$ cat config.mk
export PLATFORM = sky130hd
export DESIGN_NAME = fwd_hazard_ctrl_flat
export DESIGN_NICKNAME = d
export VERILOG_FILES = /design/src/rtl/fwd_hazard_ctrl_if.sv /design/src/rtl/fwd_hazard_ctrl.sv /design/src/flat_wrapper.sv
export SDC_FILE = /design/constraint.sdc
export NUM_CORES = 1
export LEC_CHECK = 0
export CORE_MARGIN = 2
export CORE_UTILIZATION = 38
export DETAILED_ROUTE_END_ITERATION = 8
export PLACE_DENSITY_LB_ADDON = 0.3
export SLEW_MARGIN = 25
export SYNTH_ARGS = -nofsm -noshare
export SYNTH_HDL_FRONTEND = slang
export SYNTH_SLANG_ARGS = --single-unit
$ cat constraint.sdc
create_clock -name clk -period 4.1 [get_ports clk]
set_input_delay 0.615 -clock clk [delete_from_list [all_inputs] [get_ports clk]]
set_output_delay 0.615 -clock clk [all_outputs]
set_load 0.05 [all_outputs]
$ cat src/rtl/fwd_hazard_ctrl_if.sv
// Decoder-to-controller bundle: ID-stage operand/destination info in,
// stall request, EX-operand mux selects and stall statistics out.
interface fwd_hazard_ctrl_if #(
    parameter int unsigned REG_AW = 5,
    parameter int unsigned CNT_W  = 16
);
    logic              id_valid;
    logic [REG_AW-1:0] id_rs;
    logic [REG_AW-1:0] id_rt;
    logic [REG_AW-1:0] id_rd;
    logic              id_regwrite;
    logic              id_is_load;
    logic              flush;
    logic              id_stall;
    logic              ex_valid;
    logic [2:0]        fwd_sel_a;
    logic [2:0]        fwd_sel_b;
    logic [CNT_W-1:0]  stall_count;

    modport master (
        output id_valid, id_rs, id_rt, id_rd, id_regwrite, id_is_load, flush,
        input  id_stall, ex_valid, fwd_sel_a, fwd_sel_b, stall_count
    );

    modport slave (
        input  id_valid, id_rs, id_rt, id_rd, id_regwrite, id_is_load, flush,
        output id_stall, ex_valid, fwd_sel_a, fwd_sel_b, stall_count
    );
endinterface

$ cat src/rtl/fwd_hazard_ctrl.sv
// EX-stage operand forwarding and load-use hazard control. Tracks destination
// tags of in-flight instructions and registers one-hot mux selects for EX.
module fwd_hazard_ctrl #(
    parameter int unsigned REG_AW           = 5,
    parameter bit          RF_WRITE_THROUGH = 1'b0,
    parameter int unsigned CNT_W            = 16
) (
    input logic              clk,
    input logic              rst,
    fwd_hazard_ctrl_if.slave bus
);
    localparam logic [2:0] SEL_RF  = 3'b000;
    localparam logic [2:0] SEL_MEM = 3'b001;
    localparam logic [2:0] SEL_WB  = 3'b010;
    localparam logic [2:0] SEL_RET = 3'b100;

    typedef struct packed {
        logic              valid;
        logic              regwrite;
        logic [REG_AW-1:0] rd;
    } prod_t;

    // Selects are computed one cycle early from the pre-edge EX/MEM/WB tags, so
    // the RET-stage tag itself is never consulted and is not stored.
    prod_t            ex_tag;
    logic             ex_is_load;
    prod_t            mem_tag;
    prod_t            wb_tag;
    prod_t            id_tag;
    logic [2:0]       sel_a;
    logic [2:0]       sel_b;
    logic [2:0]       sel_a_next;
    logic [2:0]       sel_b_next;
    logic             hazard;
    logic             stall;
    logic [CNT_W-1:0] count;

    function automatic logic producer_hit(input prod_t p, input logic [REG_AW-1:0] r);
        return p.valid && p.regwrite && (p.rd == r) && (r != '0);
    endfunction

    function automatic logic [2:0] select_for(
        input logic [REG_AW-1:0] r,
        input prod_t             ex,
        input prod_t             mem,
        input prod_t             wb
    );
        logic [2:0] sel;
        sel = SEL_RF;
        if (producer_hit(ex, r)) begin
            sel = SEL_MEM;
        end else if (producer_hit(mem, r)) begin
            sel = SEL_WB;
        end else if (!RF_WRITE_THROUGH && producer_hit(wb, r)) begin
            sel = SEL_RET;
        end
        return sel;
    endfunction

    always_comb begin
        id_tag     = '{valid: bus.id_valid, regwrite: bus.id_regwrite, rd: bus.id_rd};
        hazard     = bus.id_valid && ex_is_load &&
                     (producer_hit(ex_tag, bus.id_rs) || producer_hit(ex_tag, bus.id_rt));
        stall      = hazard && !bus.flush;
        sel_a_next = SEL_RF;
        sel_b_next = SEL_RF;
        if (!bus.flush && !stall && bus.id_valid) begin
            sel_a_next = select_for(bus.id_rs, ex_tag, mem_tag, wb_tag);
            sel_b_next = select_for(bus.id_rt, ex_tag, mem_tag, wb_tag);
        end
    end

    always_ff @(posedge clk) begin
        if (rst) begin
            ex_tag     <= '0;
            ex_is_load <= 1'b0;
            mem_tag    <= '0;
            wb_tag     <= '0;
            sel_a      <= SEL_RF;
            sel_b      <= SEL_RF;
            count      <= '0;
        end else begin
            mem_tag <= ex_tag;
            wb_tag  <= mem_tag;
            if (bus.flush || stall) begin
                ex_tag     <= '0;
                ex_is_load <= 1'b0;
            end else begin
                ex_tag     <= id_tag;
                ex_is_load <= bus.id_is_load;
            end
            sel_a <= sel_a_next;
            sel_b <= sel_b_next;
            if (stall && count != '1) begin
                count <= count + CNT_W'(1);
            end
        end
    end

    assert property (@(posedge clk) disable iff (rst) $onehot0(sel_a) && $onehot0(sel_b));

    assign bus.id_stall    = stall;
    assign bus.ex_valid    = ex_tag.valid;
    assign bus.fwd_sel_a   = sel_a;
    assign bus.fwd_sel_b   = sel_b;
    assign bus.stall_count = count;
endmodule

$ cat src/flat_wrapper.sv
// flat-port wrapper written by rule: the top's interface ports become plain ports
module fwd_hazard_ctrl_flat 
#(
    parameter int unsigned REG_AW           = 5,
    parameter bit          RF_WRITE_THROUGH = 1'b0,
    parameter int unsigned CNT_W            = 16
)
  (clk, rst, bus_id_valid, bus_id_rs, bus_id_rt, bus_id_rd, bus_id_regwrite, bus_id_is_load, bus_flush, bus_id_stall, bus_ex_valid, bus_fwd_sel_a, bus_fwd_sel_b, bus_stall_count);
  fwd_hazard_ctrl_if #(.REG_AW(REG_AW), .CNT_W(CNT_W)) bus_i ();
  input logic clk;
  input logic rst;
  input wire logic [$bits(bus_i.id_valid)-1:0] bus_id_valid;
  input wire logic [$bits(bus_i.id_rs)-1:0] bus_id_rs;
  input wire logic [$bits(bus_i.id_rt)-1:0] bus_id_rt;
  input wire logic [$bits(bus_i.id_rd)-1:0] bus_id_rd;
  input wire logic [$bits(bus_i.id_regwrite)-1:0] bus_id_regwrite;
  input wire logic [$bits(bus_i.id_is_load)-1:0] bus_id_is_load;
  input wire logic [$bits(bus_i.flush)-1:0] bus_flush;
  output wire logic [$bits(bus_i.id_stall)-1:0] bus_id_stall;
  output wire logic [$bits(bus_i.ex_valid)-1:0] bus_ex_valid;
  output wire logic [$bits(bus_i.fwd_sel_a)-1:0] bus_fwd_sel_a;
  output wire logic [$bits(bus_i.fwd_sel_b)-1:0] bus_fwd_sel_b;
  output wire logic [$bits(bus_i.stall_count)-1:0] bus_stall_count;
  assign bus_i.id_valid = bus_id_valid;
  assign bus_i.id_rs = bus_id_rs;
  assign bus_i.id_rt = bus_id_rt;
  assign bus_i.id_rd = bus_id_rd;
  assign bus_i.id_regwrite = bus_id_regwrite;
  assign bus_i.id_is_load = bus_id_is_load;
  assign bus_i.flush = bus_flush;
  assign bus_id_stall = bus_i.id_stall;
  assign bus_ex_valid = bus_i.ex_valid;
  assign bus_fwd_sel_a = bus_i.fwd_sel_a;
  assign bus_fwd_sel_b = bus_i.fwd_sel_b;
  assign bus_stall_count = bus_i.stall_count;
  fwd_hazard_ctrl #(.REG_AW(REG_AW), .RF_WRITE_THROUGH(RF_WRITE_THROUGH), .CNT_W(CNT_W)) u_core (.clk(clk), .rst(rst), .bus(bus_i));
endmodule
==> implementation parameters <==
Parameter                              Value

Run status
  Result of the run ... completed

Setup path
  FF-to-FF End ... u_core.bus.stall_count[10]
  Number of buffers and inverters on the critical path ... 3
  Endpoint of the worst setup timing path ... bus_id_stall
  Largest delay contributor family on the critical path ... simple AND/OR/NAND/NOR gates
  R2R depth ... 7
  WS Path Type ... primary input to output port
  Slowest stage cell, crit path ... or4_1
  Setup slack of the most critical reg-to-reg path ... 2030 ps
  Arrival time of data at the critical path endpoint ... 2630 ps
  Crit-path max cell delay ... 580 ps
  Data required, critical path ... 3480 ps
  Category of the worst setup path launch point ... primary input
  Largest driver fanout on the critical path ... 16
  Timing startpoint of the critical path ... bus_id_rt[1]
  CP endpoint kind ... output port
  CP Cell Sequence ... clkdlybuf4s50_1 -> or4_1 -> nor2_2 -> nor4_4 -> buf_4 -> nor2_1 -> nor2_1 -> buf_4
  Critical path depth ... 8
  Critical register-to-register path startpoint ... u_core.ex_tag[4]

Clock tree
  Source-to-sink clock delay at the later pin of the worst-skew pair ... ~300 ps
  TritonCTS clock tree ... built
  Clock input transition at the sequential cells of the worst setup and hold paths ... approximately 90 ps
  Buffer count from post-CTS setup fixing ... 0
  Number of clock sinks ... 44
  Count of hold buffers inserted by post-cts repair ... 0
  Clock root cell ... clkbuf_8
  Maximum level of the CTS H-tree ... 2
  Resized cells post-CTS ... 0
  Max Buffers Root-to-Sink ... 2
  Clock buffers created by TritonCTS ... 5

STA
  Fin. Hold Viols ... 0
  Slew of the pin with the lowest slew margin ... a little over 500 ps
  Crit path setup slack, layout ... 853 ps
  Post-route minimum period ... 3250 ps
  Final-report setup violation count ... 0
  Clk_skew ... 3.31 ps
  RSZ-0062 raised after global routing ... no
  Fmax ... 0.308 GHz
  Post-route fraction of the period consumed by the critical path ... 79.2%
  Worst relative slew slack ... 65.5%
  Setup TNS Final ... 0 ps
  Final slew viol count ... 0

Hold path
  Classification of the worst-slack hold path ... register to register

Global route
  Pin count of the biggest net entering global routing ... 33
  Top Usage Layer GRT ... met2
  Met1 routing resource usage after global routing ... 20.0%
  Initial antenna violation count ... 0
  Global-route met3 utilization ... 4.65%
  Vias in the first global route ... ~1500
  Wire length of the first global-routing pass ... between 7000 and 8000 um
  Met2 Use GR ... 24.2%
  Total global routing overflow ... 0
  GRT Overall Usage ... 15.5%

Yosys
  Dominant cells by area after synthesis ... dfxtp_1 43%, xnor2_1 8.9%, xor2_1 8.9%, nor2b_1 4.5%, nor2_1 4.2%
  Multiplexer share of the synthesized area ... 1.03%
  Synth unique cells ... 37
  Number of instances in the synthesized netlist ... 220
  Fraction of synthesized cell area taken by the top area cell type ... a little over two fifths
  Mean cell area of the mapped netlist ... 9.39 um2
  Yosys reg bits ... 44
  Largest family of logic cells by synthesized area ... simple AND/OR/NAND/NOR gates
  Post-Synthesis Net Count ... 242
  Synthesized-area fraction occupied by and/or/nand/nor cells ... 30.2%
  Area of the mapped netlist ... 0.00207 mm2
  Seq/Total Area, Yosys ... 42.6%
  Async SR Flop Fraction ... 0%
  Number of synthesized flops with an enable pin ... 0
  Post-synthesis xor/xnor area fraction ... 17.8%
  Primary FF master, synth ... dfxtp_1
  Cell type contributing the most total cell area after synthesis ... dfxtp_1
  Share of the synthesized area in compound gates (AO/OA/AOI/OAI) ... 6.36%
  Number of warnings issued by yosys ... 0
  Arithmetic-cell share of the synthesized area counting full adders, half adders and majority gates ... less than 1%

Cells and area
  Total Nets Final ... between 200 and 300
  Area used by multi-input combinational logic ... 0.00116 mm2
  Number of cells in the finished layout apart from fillers ... 340
  Total of fill cells in the finished design ... about 480
  Area occupied by registers ... 881 um2
  Area growth, synth to finish ... 31.1%
  Inserted Diodes ... 0
  Proportion of layout cells with a drive suffix above 1 ... 7.41%

Die
  Die H ... approximately 80 um
  Starting density of the core ... between 30% and 40%
  Total I/O pin count ... 45
  Core Region ... 0.00517 mm2
  Die extent in x ... between 70 and 80 um
  Number of rows in the core area ... 26
  DIE AREA ... 0.00604 mm2

Drt
  First-iteration detailed-routing DRC count ... between 100 and 150
  Final routed wirelength across all metal layers ... 4480 um
  Count of nets left with antenna violations after detail routing ... 0
  Average via count per standard cell ... 4.99
  Total via count in the routed design ... 1697
  DRC violations left ... 0
  Detail-routed net length per standard cell ... 13.2 um
  First-pass DRT Iterations ... 4

Pwr
  Fraction of power consumed by the clock network ... 40.1%
  Part of the total power dissipated in sequential elements ... 52.0%
  Internal power ... 653 uW
  Switch Pwr ... 191 uW
  Pwr dens ... 312 mW/mm2
  Standby leakage power ... 0.000918 uW
  Switching portion of total power ... between 20% and 30%
  Worst vdd ir ... 0.248 mV
  Comb power frac ... under 10%

Placed design
  Placed cell count ... 332
  Setup Slack @ Placement ... 856 ps
  Placer congestion estimate ... 0.901
  Port buffer count ... 44
  Detailed placer's ending HPWL ... 3390 um

Flow run
  MaxCap Viol Count ... 0
[worst min path at each step]
stage	to	depth (start not counted)	slack [ps]	start
after floorplan	u_core.mem_tag[5]	1	440	u_core.ex_tag[5]
after global placement	u_core.mem_tag[5]	1	450	u_core.ex_tag[5]
after detailed placement	u_core.wb_tag[6]	1	450	u_core.mem_tag[6]
after CTS	u_core.wb_tag[6]	1	460	u_core.mem_tag[6]
after global routing	u_core.mem_tag[5]	1	490	u_core.ex_tag[5]
final	u_core.wb_tag[6]	1	460	u_core.mem_tag[6]
[per-stage QoR]
step	power (uW)	hold slack (ps)	util [%]	area, um2
after floorplan	481	438	-	2070
after global placement	516	448	50.1	2590
after detailed placement	517	452	50.1	2590
after CTS	857	460	52.3	2710
after global routing	882	488	52.3	2710
final	845	464	52.3	2710
[area by class of cell]
type | instances | share of cell area (%)
clock buffer | 5 | 2.54
multi-input combinational | 169 | 42.7
tap | 70 | 3.23
timing repair buffer | 47 | 17.0
clock inverter | 3 | 1.71
sequential | 44 | 32.5
inverter | 2 | 0.277
[power by group through the flow]
stage | combinational [uW] | sequential (uW) | clock [uW]
after floorplan | 32.6 | 449 | 0
after global placement | 66.5 | 449 | 0
after detailed placement | 67.5 | 449 | 0
after CTS | 67.8 | 439 | 351
after global routing | 72.8 | 440 | 370
final | 67.0 | 439 | 339
[layer usage]
layer | vias up | share of wire, % | wire length (um)
li1 | 857 | - | -
met1 | 794 | 49 | 2170
met2 | 41 | 46 | 2060
met3 | 5 | 4.5 | 202
met4 | 0 | 1.0 | 46
met5 | - | 0 | 0
[synthesized netlist by cell type (3+ instances only)]
master / count
nor2_1: 23
dfxtp_1: 44
and2_1: 9
and3_1: 4
nand3_1: 5
or3_1: 3
nor2b_1: 15
o2111ai_1: 3
nand4_1: 10
o21ai_0: 8
xor2_1: 21
nor4_1: 6
nand2_1: 9
nor4b_1: 4
clkbuf_1: 3
xnor2_1: 21
nor3_1: 6
[logic make-up (layout without fill, tap and decap cells)]
group                    count (synthesis)  after routing
multiplexers                             2              2
AO/OA/AOI/OAI                           19             19
buffers and inverters                    7             57
XOR/XNOR                                42             42
AND/OR/NAND/NOR                        105            105
flip-flops                              44             44
adder cells (fa/ha/maj)                  1              1
[flip-flops by register name, indices dropped and copies added, names as in the netlist]
| signal | cells |
|---|---|
| u_core.bus.fwd_sel_a | 3 |
| u_core.bus.stall_count | 16 |
| u_core.mem_tag | 7 |
| u_core.ex_tag | 6 |
| u_core.ex_is_load | 1 |
| u_core.bus.fwd_sel_b | 3 |
| u_core.wb_tag | 7 |
| u_core.bus.ex_valid | 1 |
[cells in the final DEF (no fill, tap or decap), types with 3 or more instances in the layout]
cell	netlist	final
xnor2_1	21	21
clkbuf_8	0	5
and2_1	9	9
or3_1	3	3
nand2_1	9	9
nand4_1	10	10
clkdlybuf4s50_1	0	43
o2111ai_1	3	3
nor4b_1	4	4
xor2_1	21	21
nor3_1	6	6
dfxtp_1	44	44
and3_1	4	4
buf_4	0	4
nor2_1	23	23
nand3_1	5	5
nor2b_1	15	15
o21ai_0	8	8
nor4_1	6	6
No activity file was read; power rests on OpenSTA's default activity.
